File: config.mk
export PLATFORM = sky130hd
export DESIGN_NAME = mem_arbiter
export DESIGN_NICKNAME = d
export VERILOG_FILES = /design/src/rtl/mem_arbiter.sv
export SDC_FILE = /design/constraint.sdc
export NUM_CORES = 1
export LEC_CHECK = 0
export ABC_AREA = 1
export CORE_MARGIN = 3
export CORE_UTILIZATION = 24
export CTS_BUF_LIST = sky130_fd_sc_hd__clkbuf_8
export CTS_CLUSTER_DIAMETER = 30
export DETAILED_ROUTE_END_ITERATION = 12
export HOLD_SLACK_MARGIN = 0.03
export PLACE_DENSITY = 0.78
export SLEW_MARGIN = 25
export SYNTH_ARGS = -nofsm -noshare
export SYNTH_HDL_FRONTEND = slang
export SYNTH_SLANG_ARGS = --single-unit
File: constraint.sdc
create_clock -name i_clk -period 1.4 [get_ports i_clk]
set_clock_uncertainty 0.05 [all_clocks]
set_input_delay 0.42 -clock i_clk [delete_from_list [all_inputs] [get_ports i_clk]]
set_output_delay 0.42 -clock i_clk [all_outputs]
set_load 0.1 [all_outputs]
File: src/rtl/mem_arbiter.sv
// mem_arbiter: shares one synchronous-read RAM port between a clock-enable-gated CPU and a host port.
// Optional build macro MEM_ARB_HALT_BYPASS_EN: a halted CPU lets the host skip the MIN_CPU and MAX_BURST limits.
module mem_arbiter #(
  parameter int AW        = 16,
  parameter int DW        = 16,
  parameter int MAX_BURST = 16,
  parameter int MIN_CPU   = 8
) (
  input  logic          i_clk,
  input  logic          i_rst_n,
  input  logic [AW-1:0] i_cpu_read_addr,
  input  logic [AW-1:0] i_cpu_write_addr,
  input  logic [DW-1:0] i_cpu_write_data,
  input  logic          i_cpu_we,
  input  logic          i_cpu_halted,
  output logic          o_cpu_ce,
  output logic [DW-1:0] o_cpu_read_data,
  input  logic          i_host_req,
  input  logic          i_host_we,
  input  logic [AW-1:0] i_host_addr,
  input  logic [DW-1:0] i_host_wdata,
  output logic          o_host_gnt,
  output logic          o_host_rvalid,
  output logic [DW-1:0] o_host_rdata,
  output logic [AW-1:0] o_mem_read_addr,
  output logic [AW-1:0] o_mem_write_addr,
  output logic [DW-1:0] o_mem_write_data,
  output logic          o_mem_we,
  input  logic [DW-1:0] i_mem_read_data
);

  localparam int CW = $clog2(MIN_CPU + 1);
  localparam int BW = $clog2(MAX_BURST + 1);
  localparam logic [CW-1:0] CPU_SAT    = CW'(MIN_CPU);
  localparam logic [CW-1:0] CPU_LAST   = CW'(MIN_CPU - 1);
  localparam logic [BW-1:0] BURST_SAT  = BW'(MAX_BURST);
  localparam logic [BW-1:0] BURST_LAST = BW'(MAX_BURST - 1);

  typedef enum logic [1:0] {S_CPU, S_HOST, S_RESUME} state_t;

  state_t          state_reg;
  logic [CW-1:0]   cpu_cnt_reg;
  logic [BW-1:0]   burst_cnt_reg;
  logic            host_rvalid_reg;
  logic            halt_bypass;

`ifdef MEM_ARB_HALT_BYPASS_EN
  assign halt_bypass = i_cpu_halted;
`else
  assign halt_bypass = 1'b0 & i_cpu_halted;
`endif

  always_ff @(posedge i_clk or negedge i_rst_n) begin
    if (!i_rst_n) begin
      state_reg       <= S_RESUME;
      cpu_cnt_reg     <= '0;
      burst_cnt_reg   <= '0;
      host_rvalid_reg <= 1'b0;
    end else begin
      host_rvalid_reg <= o_host_gnt & ~i_host_we;
      case (state_reg)
        S_CPU: begin
          if (cpu_cnt_reg != CPU_SAT) cpu_cnt_reg <= cpu_cnt_reg + CW'(1);
          if (i_host_req && ((cpu_cnt_reg >= CPU_LAST) || halt_bypass)) begin
            state_reg     <= S_HOST;
            burst_cnt_reg <= '0;
          end
        end
        S_HOST: begin
          if (!i_host_req) begin
            state_reg <= S_RESUME;
          end else begin
            if (burst_cnt_reg != BURST_SAT) burst_cnt_reg <= burst_cnt_reg + BW'(1);
            // ">=" so that a burst which outgrew the limit under bypass ends as soon as bypass drops
            if (!halt_bypass && (burst_cnt_reg >= BURST_LAST)) state_reg <= S_RESUME;
          end
        end
        default: begin
          state_reg   <= S_CPU;
          cpu_cnt_reg <= '0;
        end
      endcase
    end
  end

  // Resume cycle re-presents the frozen CPU read address so its pending read data is refetched.
  always_comb begin
    o_cpu_ce         = 1'b0;
    o_host_gnt       = 1'b0;
    o_mem_we         = 1'b0;
    o_mem_read_addr  = i_cpu_read_addr;
    o_mem_write_addr = i_cpu_write_addr;
    o_mem_write_data = i_cpu_write_data;
    case (state_reg)
      S_CPU: begin
        o_cpu_ce = 1'b1;
        o_mem_we = i_cpu_we;
      end
      S_HOST: begin
        o_host_gnt       = i_host_req;
        o_mem_we         = i_host_req & i_host_we;
        o_mem_read_addr  = i_host_addr;
        o_mem_write_addr = i_host_addr;
        o_mem_write_data = i_host_wdata;
      end
      default: ;
    endcase
  end

  assign o_cpu_read_data = i_mem_read_data;
  assign o_host_rdata    = i_mem_read_data;
  assign o_host_rvalid   = host_rvalid_reg;

endmodule

==> results by group <==
Worst setup path
  – Slowest cell on crit path: dfstp_2
  – Reg2Reg Setup Slack: -0.15 ns
  – Most used cell, CP: buf_12
  – CP Capture Type: output pin
  – WS Path Type: reg2out
  – Critical path buffers and inverters: 4
  – Worst Path Arrival: ~1.6 ns
  – CP Launch Type: flip-flop
  – CP peak stage delay: 0.55 ns
  – Crit-path cells: nor2_4 -> buf_4 -> buf_12 -> nand2_4 -> buf_6 -> nand2_8 -> buf_12
  – Worst EP required: between 0.9 and 1 ns
  – CP delay by family, top: buffers and inverters
  – Max FO, Critical Path: 5

Synth
  – Mean Syn Cell Area: about 5.6 um2
  – Syn. warnings: 0
  – Area contributors post-synth: nand2_1 (39%), dfrtp_1 (18%), buf_4 (16%)
  – Synthesized area: around 1500 um2
  – Yosys reg bits: 12
  – Cell taking the most area after synthesis: nand2_1
  – Syn nets: between 300 and 400
  – Cells after synthesis: ~270
  – Register area share after synthesis: approximately a fifth
  – Unique masters post-synth: 21
  – Share of the synthesized area in the top cell type: 38.8%

Die
  – Core area: around 6000 um2
  – I/O pin total: 186
  – Die footprint: approximately 7300 um2
  – Die width: around 85 um
  – Die extent in y: around 85 um
  – Row cnt: 28
  – Initial Util: between 20% and 30%

Timing
  – Measured slew at the worst slew-check pin: around 0.27 ns
  – RSZ-0062 raised after global routing: yes
  – Final worst-path cycle share: 146%
  – Worst hold slack: around 0.44 ns
  – Setup WS post-layout: -0.646 ns
  – Minimum clock period after layout: between 2 and 2.5 ns
  – Setup TNS: -31.57 ns
  – Final setup violation count: 63
  – Final Max Slew Viols: 0
  – Max-slew headroom: between 80% and 90%
  – Number of hold violations in the final report: 0
  – Max Freq: just under 500 MHz

Outcome
  – Status: finished with violations
  – Failing checks: setup timing

Clocking
  – Total CTS buffers: 3
  – CTS clock-pin slew for the worst setup and hold paths: ~0.060 ns
  – H-tree depth: 1
  – CTS root buffer: clkbuf_8
  – Worst-case clock buffer depth: 2
  – CTS tree: yes
  – Clk_lat worst skew: 0.25 ns
  – TritonCTS Sinks: 12

Global routing
  – All-Layer GR Usage: a little over a fifth
  – Largest net degree at the start of global routing: 19
  – Number of global-route vias before repair: around 2.5k
  – Overflow after GRT: 0
  – Antenna violations before repair: 0
  – First-pass GRT wire length: about 12 mm

Layout
  – Max reg flops: 5
  – ANT cells: 0
  – Area Overhead vs Synth: 244%
  – Nets: between 500 and 600
  – Share of layout cells above drive strength 1: approximately 57%

Power
  – PD cells: roughly 2700 nW/um2
  – Leakage power: approximately 2.1 nW
  – Worst VDD drop: between 1.5 and 2 mV

Placed design
  – IO Port Bufs: roughly 140
  – Final HPWL DP: 5.88 mm
  – RePlAce Congestion: ~0.90
  – Place WS: -0.516 ns

Routing
  – Vias: between 2k and 2.5k
  – Initial drt markers: 64
  – WL/cell: ~21 um
  – Drt pass-1 iters: 4
  – Vias/cell: approximately 4.9
  – Final wirelength: a little under 10 mm
  – Remaining antenna violation count: 0
  – DRC Markers: 0

Job
  – Number of max-cap violations: 0

Min path
  – Hold Path Class: in2async
cells in the mapped netlist:
cell type / n
ha_1: 5
nor3_2: 1
inv_2: 1
dfrtp_1: 11
inv_1: 13
buf_4: 32
nor2_2: 1
buf_2: 7
nor2_4: 1
dfstp_2: 1
nor2_1: 12
nand2_2: 1
a21oi_1: 2
a31oi_1: 1
nand2_1: 156
buf_6: 2
or2_2: 1
nand4_1: 2
nand3_1: 14
a22o_1: 1
o21ai_0: 3
cell families after synthesis:
family          Yosys count  share of synthesized area, %
simple gates            189                          50.0
buf+inv                  55                          23.2
flops                    12                          20.0
compound gates            7                          2.66
fa+ha+maj                 5                          4.15
cell usage in the layout, fill, tap and decap left out, types with 5 or more instances in the layout:
master / count
buf_12: 56
buf_4: 20
buf_6: 5
clkdlybuf4s50_1: 83
dfrtp_1: 11
ha_1: 5
inv_1: 10
nand2_1: 41
nand2_2: 21
nand2_4: 17
nand2_8: 78
nand3_1: 8
nand3_2: 5
nor2_1: 6
nor2_4: 6
timing repair:
item | 4_1_cts | 5_1_grt
gates cloned | 1 | 3
gates resized for setup | 40 | 69
setup buffers | 1 | 2
hold buffers | 0 | 0
pin swaps | 15 | 10
setup endpoints to repair | 60 | 62
per-stage QoR:
step                instance area, um2  power, mW  utilization [%]  std cells
finish                            5190       14.1             86.6        475
global route                      5190       14.5             86.6        475
CTS                               4750       13.0             79.2        470
detailed placement                4480       12.2             74.8        464
global placement                  4480       12.0             74.8        464
floorplan                         2630       8.95                -        268
per-layer routing:
| metal | wire (um) | global-route usage, % | vias to the layer above |
|---|---|---|---|
| met5 | 0 | 0 | - |
| met1 | 3220 | 21.1 | 1125 |
| met3 | 764 | 6.02 | 22 |
| met4 | 222 | 10.9 | 0 |
| met2 | 5660 | 40.2 | 131 |
| li1 | - | - | 1055 |
worst paths after layout:
kind,startpoint,cells after the start,end
setup reg to reg,state_reg[0],9,burst_cnt_reg[1]
min in group i_clk,cpu_cnt_reg[3],2,cpu_cnt_reg[3]
setup / recovery,state_reg[1],7,o_mem_write_addr[3]
hold reg to reg,cpu_cnt_reg[3],2,cpu_cnt_reg[3]
max in group asynchronous,i_rst_n,2,state_reg[1]
hold / removal,i_rst_n,2,burst_cnt_reg[4]
report_power, final:
part           switching (mW)  leakage (nW)  internal, mW
clock                   0.155        0.0288         0.250
combinational            8.34          1.93          4.79
sequential             0.0758         0.157         0.446
total                    8.57          2.12          5.49
area by class of cell:
class | instances | area [um2]
clock buffers | 4 | 55.1
fillers | 279 | 805
inverters | 14 | 57.6
multi-input cells | 201 | 2420
flip-flops and latches | 12 | 302
well taps | 75 | 93.8
repair buffers | 169 | 2260
No activity file was read; power rests on OpenSTA's default activity.
